<file path="config.mk">
export PLATFORM = sky130hd
export DESIGN_NAME = csr_commit_ctrl
export DESIGN_NICKNAME = d
export VERILOG_FILES = /design/src/rtl/csr_commit_ctrl.sv
export SDC_FILE = /design/constraint.sdc
export NUM_CORES = 1
export LEC_CHECK = 0
export CAP_MARGIN = 25
export CORE_MARGIN = 10
export CORE_UTILIZATION = 25
export DETAILED_ROUTE_END_ITERATION = 16
export GPL_ROUTABILITY_DRIVEN = 0
export PLACE_DENSITY = 0.58
export RECOVER_POWER = 25
export SYNTH_ARGS = -nofsm -noshare
export SYNTH_HDL_FRONTEND = slang
export SYNTH_SLANG_ARGS = --single-unit
</file>
<file path="constraint.sdc">
create_clock -name clk_i -period 2.8 [get_ports clk_i]
set_clock_uncertainty 0.1 [all_clocks]
set_input_delay 0.84 -clock clk_i [delete_from_list [all_inputs] [get_ports clk_i]]
set_output_delay 0.84 -clock clk_i [all_outputs]
set_load 0.01 [all_outputs]
</file>
<file path="src/rtl/csr_commit_ctrl.sv">
// Commit-stage controller for SYSTEM instructions: CSR read-modify-write,
// xRET, WFI, SFENCE.VMA and illegal-op exceptions, with kill and async reset.
module csr_commit_ctrl #(
  parameter int XLEN = 64
) (
  input  logic            clk_i,
  input  logic            rst_ni,
  input  logic            commit_valid_i,
  input  logic [3:0]      commit_op_i,
  input  logic [XLEN-1:0] operand1_i,
  input  logic [11:0]     csr_addr_i,
  output logic            busy_o,
  output logic            commit_ack_o,
  output logic            csr_req_o,
  output logic            csr_we_o,
  output logic [11:0]     csr_addr_o,
  output logic [XLEN-1:0] csr_wdata_o,
  input  logic            csr_ready_i,
  input  logic            csr_error_i,
  input  logic [XLEN-1:0] csr_rdata_i,
  output logic            wb_valid_o,
  output logic [XLEN-1:0] wb_data_o,
  output logic            eret_o,
  output logic [1:0]      eret_kind_o,
  output logic            flush_req_o,
  input  logic            flush_ack_i,
  input  logic            irq_pending_i,
  input  logic            debug_req_i,
  output logic            ex_valid_o,
  output logic [XLEN-1:0] ex_cause_o,
  input  logic            kill_i,
  output logic [2:0]      dbg_state_o
);

  // Handshakes: csr_req_o is held with stable address/data until a cycle with
  // csr_ready_i=1; flush_req_o likewise until flush_ack_i=1. Both complete in
  // the cycle the response is seen.
  typedef enum logic [2:0] {
    S_IDLE  = 3'd0,
    S_RD    = 3'd1,
    S_WR    = 3'd2,
    S_DONE  = 3'd3,
    S_RET   = 3'd4,
    S_WFI   = 3'd5,
    S_FENCE = 3'd6,
    S_EXC   = 3'd7
  } state_t;

  localparam logic [3:0] OP_READ  = 4'd0;
  localparam logic [3:0] OP_WRITE = 4'd1;
  localparam logic [3:0] OP_SET   = 4'd2;
  localparam logic [3:0] OP_CLEAR = 4'd3;

  state_t          state, state_nxt;
  logic [3:0]      op_q;
  logic [XLEN-1:0] op1_q;
  logic [XLEN-1:0] old_q;
  logic [11:0]     addr_q;
  logic [XLEN-1:0] wdata;

  always_ff @(posedge clk_i or negedge rst_ni) begin
    if (!rst_ni) state <= S_IDLE;
    else         state <= state_nxt;
  end

  always_ff @(posedge clk_i or negedge rst_ni) begin
    if (!rst_ni) begin
      op_q   <= '0;
      op1_q  <= '0;
      addr_q <= '0;
      old_q  <= '0;
    end else if (!kill_i) begin
      if (state == S_IDLE && commit_valid_i) begin
        op_q   <= commit_op_i;
        op1_q  <= operand1_i;
        addr_q <= csr_addr_i;
      end
      if (state == S_RD && csr_ready_i && !csr_error_i) old_q <= csr_rdata_i;
    end
  end

  always_comb begin
    state_nxt = state;
    if (kill_i) begin
      state_nxt = S_IDLE;
    end else begin
      case (state)
        S_IDLE: if (commit_valid_i) begin
          if (commit_op_i <= 4'd3)      state_nxt = S_RD;
          else if (commit_op_i <= 4'd6) state_nxt = S_RET;
          else if (commit_op_i == 4'd7) state_nxt = S_WFI;
          else if (commit_op_i == 4'd8) state_nxt = S_FENCE;
          else                          state_nxt = S_EXC;
        end
        S_RD: if (csr_ready_i) begin
          if (csr_error_i)           state_nxt = S_EXC;
          else if (op_q == OP_READ)  state_nxt = S_DONE;
          else                       state_nxt = S_WR;
        end
        S_WR:    if (csr_ready_i) state_nxt = csr_error_i ? S_EXC : S_DONE;
        S_WFI:   if (irq_pending_i || debug_req_i) state_nxt = S_IDLE;
        S_FENCE: if (flush_ack_i) state_nxt = S_IDLE;
        default: state_nxt = S_IDLE;
      endcase
    end
  end

  always_comb begin
    case (op_q)
      OP_WRITE: wdata = op1_q;
      OP_SET:   wdata = old_q | op1_q;
      OP_CLEAR: wdata = old_q & ~op1_q;
      default:  wdata = old_q;
    endcase
  end

  always_comb begin
    commit_ack_o = 1'b0;
    csr_req_o    = 1'b0;
    csr_we_o     = 1'b0;
    csr_addr_o   = '0;
    csr_wdata_o  = '0;
    wb_valid_o   = 1'b0;
    wb_data_o    = '0;
    eret_o       = 1'b0;
    eret_kind_o  = 2'd0;
    flush_req_o  = 1'b0;
    ex_valid_o   = 1'b0;
    ex_cause_o   = '0;
    if (!kill_i) begin
      case (state)
        S_RD: begin
          csr_req_o  = 1'b1;
          csr_addr_o = addr_q;
        end
        S_WR: begin
          csr_req_o   = 1'b1;
          csr_we_o    = 1'b1;
          csr_addr_o  = addr_q;
          csr_wdata_o = wdata;
        end
        S_DONE: begin
          commit_ack_o = 1'b1;
          wb_valid_o   = 1'b1;
          wb_data_o    = old_q;
        end
        S_RET: begin
          commit_ack_o = 1'b1;
          eret_o       = 1'b1;
          eret_kind_o  = op_q[1:0];  // 4/5/6 map to kinds 0/1/2
        end
        S_WFI: commit_ack_o = irq_pending_i || debug_req_i;
        S_FENCE: begin
          flush_req_o  = 1'b1;
          commit_ack_o = flush_ack_i;
        end
        S_EXC: begin
          commit_ack_o = 1'b1;
          ex_valid_o   = 1'b1;
          ex_cause_o   = XLEN'(2);
        end
        default: ;
      endcase
    end
  end

  assign busy_o      = (state != S_IDLE);
  assign dbg_state_o = state;

endmodule

</file>
; Word level (Yosys, flattened, before mapping)
; Cells that the tools add are included.
[word_totals]
regBits = 147
in_bits = 153
output_inout_bits = 217
word_cells = 80
[op_classes]
n_lt_le_gt_ge = 2
eq_ne = 17
muxes = 39
bitwise = 4
n_reduce_logical = 13
[ops]
columns = cell, count
row1 = two-way mux 64 bit, 4
row2 = case mux 64 bit (3 select lines), 1
row3 = bitwise AND 64 bit, 1
row4 = NOT 64 bit, 1
row5 = bitwise OR 64 bit, 1
row6 = two-way mux 3 bit, 9
row7 = two-way mux 12 bit, 2
row8 = two-way mux 1 bit, 15
row9 = "!= test 3 bit, second input constant", 5
row10 = case mux 3 bit (5 select lines), 1
row11 = "== test 3 bit, second input constant", 4
row12 = two-way mux 2 bit, 6
row13 = "== test 4 x 2 -> 1 bit, second input constant", 2
row14 = "== test 3 x 2 -> 1 bit, second input constant", 2
row15 = AND reduction 5 bit, 1
row16 = "== test 4 x 1 -> 1 bit, second input constant", 1
row17 = "== test 4 x 3 -> 1 bit, second input constant", 1
row18 = "== test 4 bit, second input constant", 1
row19 = "less-or-equal comparator 4 x 2 -> 1 bit, second input constant", 1
row20 = "less-or-equal comparator 4 x 3 -> 1 bit, second input constant", 1
row21 = logical NOT 4 bit, 1
row22 = AND reduction 2 bit, 2
row23 = "== test 3 x 1 -> 1 bit, second input constant", 1
row24 = logical AND 1 bit, 3
row25 = 8 further kinds, 8

; Logic depth before layout (Yosys ltp)
[logic_depth]
word_depth = 8
mapped_depth = 7
depth_no_buf = 4

; Worst setup path after synthesis
; No wires, ideal clock.
[synth_timing]
kind = input to output
startpoint = in kill_i
endpoint = out csr_wdata_o[54]
arrival_ns = 1.951
required_ns = 1.860
setup_slack_ns = -0.091
stages = 6
path_buffers = 3
path_cell_list = buf_6 nor2_1 nand3b_1 buf_2 clkbuf_1 a21oi_1
[synth_between]
elab_chain_cells = 1
[synth_rtl]
columns = element, line
row1 = from (decl), 31  ; input logic kill_i,
row2 = two-way mux 64 bit, 130  ; if (!kill_i) begin
row3 = to (decl), 17  ; output logic [XLEN-1:0] csr_wdata_o,
; Every way passes these cells.

; Final worst setup path
[layout_timing]
startpoint = reg op_q[3]
endpoint = out csr_wdata_o[36]
[layout_between]
elab_chain_cells = 4
elab_cells_between_ends = 6
classes_between = 3 x eq/ne / 3 x mux
[layout_rtl]
columns = element, line
row1 = from (decl), 55  ; logic [3:0] op_q;
row2 = from (signal assigned), 74  ; op_q <= commit_op_i;
row3 = == test 4 x 2 -> 1 bit or == test 4 x 1 -> 1 bit (tied branches), 109  ; case (op_q)
row4 = case mux 64 bit (3 select lines) *, 109
row5 = two-way mux 64 bit *, 131  ; case (state)
row6 = two-way mux 64 bit *, 130
; Every way passes the cells marked *; elsewhere a longest branch is shown, timed or not.

==> impl_results.md <==
* Global-route wire length before repair at 55300 um
* Vias in the first global route at 8598
* Top Layer Used: met5
* Remaining DRCs at 0
* Post-layout util at 40.9%
* H-tree Lvls at 4
* Max-slew headroom at -5.76%
* Ports at 370
* Register area share after synthesis at 40.5%
* Max-slew violations at 50
* Flop2flop setup slack at 0.72 ns
* WS Path Type: reg2out
* Clk network pwr share at 16.1%
* Internal at 8.56 mW
* Syn_area_per_cell at 10.3 sq um
* Worst setup EP type: output pin
* Layout area overhead at 60.9%
* Total GRT Usage at 16.3%
* Met1 WL at 15900 um
* Die H at 211 um
* Sw Ratio at 39.7%
* CP arrival at 2.19 ns
* Worst Tran Pin Value at 1.59 ns
* Setup repair after global routing missed its margin: true
* Hold WS at 0.397 ns
* Routed wire length at 38300 um
* Flops & latches, synth at 147
* Worst Path Required at 1.86 ns
* Layout Nets at 1406
* Peak supply drop at 419 uV
* Achievable frequency at 319 MHz
* Crit start category: flop
* ANT nets after route at 0
* Yosys warns at 0
* Met3 routed WL at 3650 um
* DP HPWL at 24200 um
* Core area at 35700 sq um
* Failing checks: capacitance limit, slew limit, setup timing
* Switching power of the nets at 5.65 mW
* CTS tree: built
* Clk slew on worst S/H paths at 0.07 ns
* Worst-Skew Late Latency at 0.44 ns
* Layout cells sized above 1 at 52.0%
* LEAKAGE at 6.61 nW
* Post-Syn Area at 9090 sq um
* Max clock buf depth at 2
* Fin crit share at 112%
* Register share of total power at 30.9%
* Num Clock Sinks at 147
* Vias per cell at 4.82
* Endpoints failing hold at 0
* Num rows at 69
* First-pass iteration count of the detailed router at 4
* Setup ws final at -0.332 ns
* Post-layout min period at 3.13 ns
* DRT iter0 DRCs at 364
* Die Footprint at 44400 sq um
* Outcome: complete, but fails checks
* Grt ovf at 0
* Pin count of the biggest net entering global routing at 50
* Chip Width at 211 um
* Clock root buffer: clkbuf_16
* Pre-CTS WS at -0.895 ns
* CP max FO at 8
* Post-synth cell types at 38
* Starting Density at 25.4%
* DR WL/cell at 22.2 um
* Logic pwr share at 53.1%
* DR vias at 8322
* Max-cap check violation count at 1
* Pwr/cell area at 972 nW/um^2
* Setup-failing EPs final at 78
* Most common cell after layout, fill and taps aside: clkdlybuf4s50_1
* Number of buffers inserted by port buffering at 306
* Inserted Clock Buffers at 17
* Hold_buf cts at 0
* Cells after synthesis at 881
* DR WL met2 at 18000 um
* Initial antenna violation count at 1
* Hold WC Path Type: reg2reg
* Most frequent cells in the layout: 150 x clkdlybuf4s50_1, 146 x dfrtp_1, 84 x mux2_2, 84 x buf_6, 83 x buf_2
## metal layers
| metal | GRT usage (%) | vias to the layer above |
|---|---|---|
| met2 | 26.3 | 340 |
| met1 | 19.6 | 4174 |
| met5 | 0 | - |
| li1 | - | 3764 |
| met3 | 6.84 | 42 |
| met4 | 4.65 | 2 |
## cells by family after synthesis
family	share of synthesized area [%]
flops	40.5
simple gates	12.3
other cells	0.0413
mux	20.3
compound gates	16.9
xor+xnor	0.0964
buf+inv	9.87
## cell type report
cell class	count	area, sq um
Fill cell	3466	21100
Multi-Input combinational cell	659	5440
Timing Repair Buffer	425	4340
Sequential cell	147	3680
Tap cell	461	577
Clock buffer	17	425
Clock inverter	15	140
Inverter	3	16.3
Antenna cell	1	2.50
## path summary, 6_finish.rpt
check / startpoint / end / cells after the start
worst max register to register: dbg_state_o[1] / dbg_state_o[2] / 7
worst min register to register: addr_q[6] / addr_q[6] / 1
worst max-delay path: op_q[3] / csr_wdata_o[36] / 8
worst min-delay path: addr_q[6] / addr_q[6] / 1
max in group asynchronous: rst_ni / op_q[0] / 2
min in group asynchronous: rst_ni / old_q[48] / 1
## synth_stat cells
master | n | area, sq um
or3b_2 | 1 | 8.76
nor4_1 | 1 | 6.26
o31ai_1 | 2 | 15.0
clkbuf_1 | 35 | 131
nor4bb_1 | 1 | 10.0
nand2_1 | 6 | 22.5
a32oi_1 | 1 | 8.76
o21bai_1 | 1 | 7.51
or2_2 | 57 | 357
buf_6 | 15 | 169
nand2b_1 | 1 | 6.26
nor2_1 | 8 | 30.0
buf_2 | 18 | 90.1
a31oi_1 | 1 | 6.26
xor2_1 | 1 | 8.76
nor4b_2 | 1 | 15.0
mux2_4 | 60 | 901
or3_1 | 1 | 6.26
conb_1 | 1 | 3.75
a211oi_1 | 2 | 15.0
nor3b_1 | 2 | 15.0
mux2_2 | 84 | 946
o311ai_0 | 1 | 8.76
or2_0 | 7 | 43.8
and2_1 | 66 | 413
nand2_2 | 1 | 6.26
buf_4 | 66 | 495
nor2b_1 | 3 | 18.8
nand3b_1 | 2 | 15.0
dfrtp_1 | 147 | 3680
inv_2 | 2 | 7.51
nor3_1 | 6 | 30.0
and3_1 | 15 | 93.8
a21oi_1 | 133 | 666
nand3_4 | 1 | 17.5
o21ai_0 | 66 | 330
inv_1 | 1 | 3.75
a22oi_1 | 64 | 480
## timing repair
item | in CTS | in global routing
setup buffers | 36 | 14
setup endpoints to repair | 151 | 126
pin swaps | 40 | 58
cloned | 16 | 4
gates resized for setup | 741 | 194
## critical path: stages, from the launching register on
cell,delay (ns)
dfrtp_1,0.42
nor3b_4,0.26
buf_6,0.19
buf_8,0.14
buf_12,0.14
a21oi_4,0.05
or2_4,0.23
a21oi_2,0.15
buf_2,0.16
## state kept, by name, summed over array words and instances (netlist names)
name and cells:
addr_q 12, old_q 64, dbg_state_o 3, op_q 4, op1_q 64
## power by group through the flow
stage / Clock [mW] / Sequential (mW) / Combinational (mW)
2_1_floorplan: 0 / 3.90 / 3.80
3_3_place_gp: 0 / 4.19 / 5.80
3_5_place_dp: 0 / 4.25 / 5.82
4_1_cts: 2.36 / 4.25 / 6.89
5_1_grt: 2.45 / 4.51 / 8.11
6_report: 2.28 / 4.38 / 7.54
## per-stage QoR
| step | power, mW | cell area, sq um | instances | TNS, ns |
|---|---|---|---|---|
| floorplan | 7.70 | 9320 | 943 | 0 |
| global placement | 9.99 | 12700 | 1632 | -118.42 |
| detailed placement | 10.1 | 12700 | 1632 | -115.39 |
| CTS | 13.5 | 13900 | 1715 | -18.95 |
| global route | 15.1 | 14600 | 1727 | -24.34 |
| finish | 14.2 | 14600 | 1728 | -15.26 |
(Power assumes the default switching activity.)
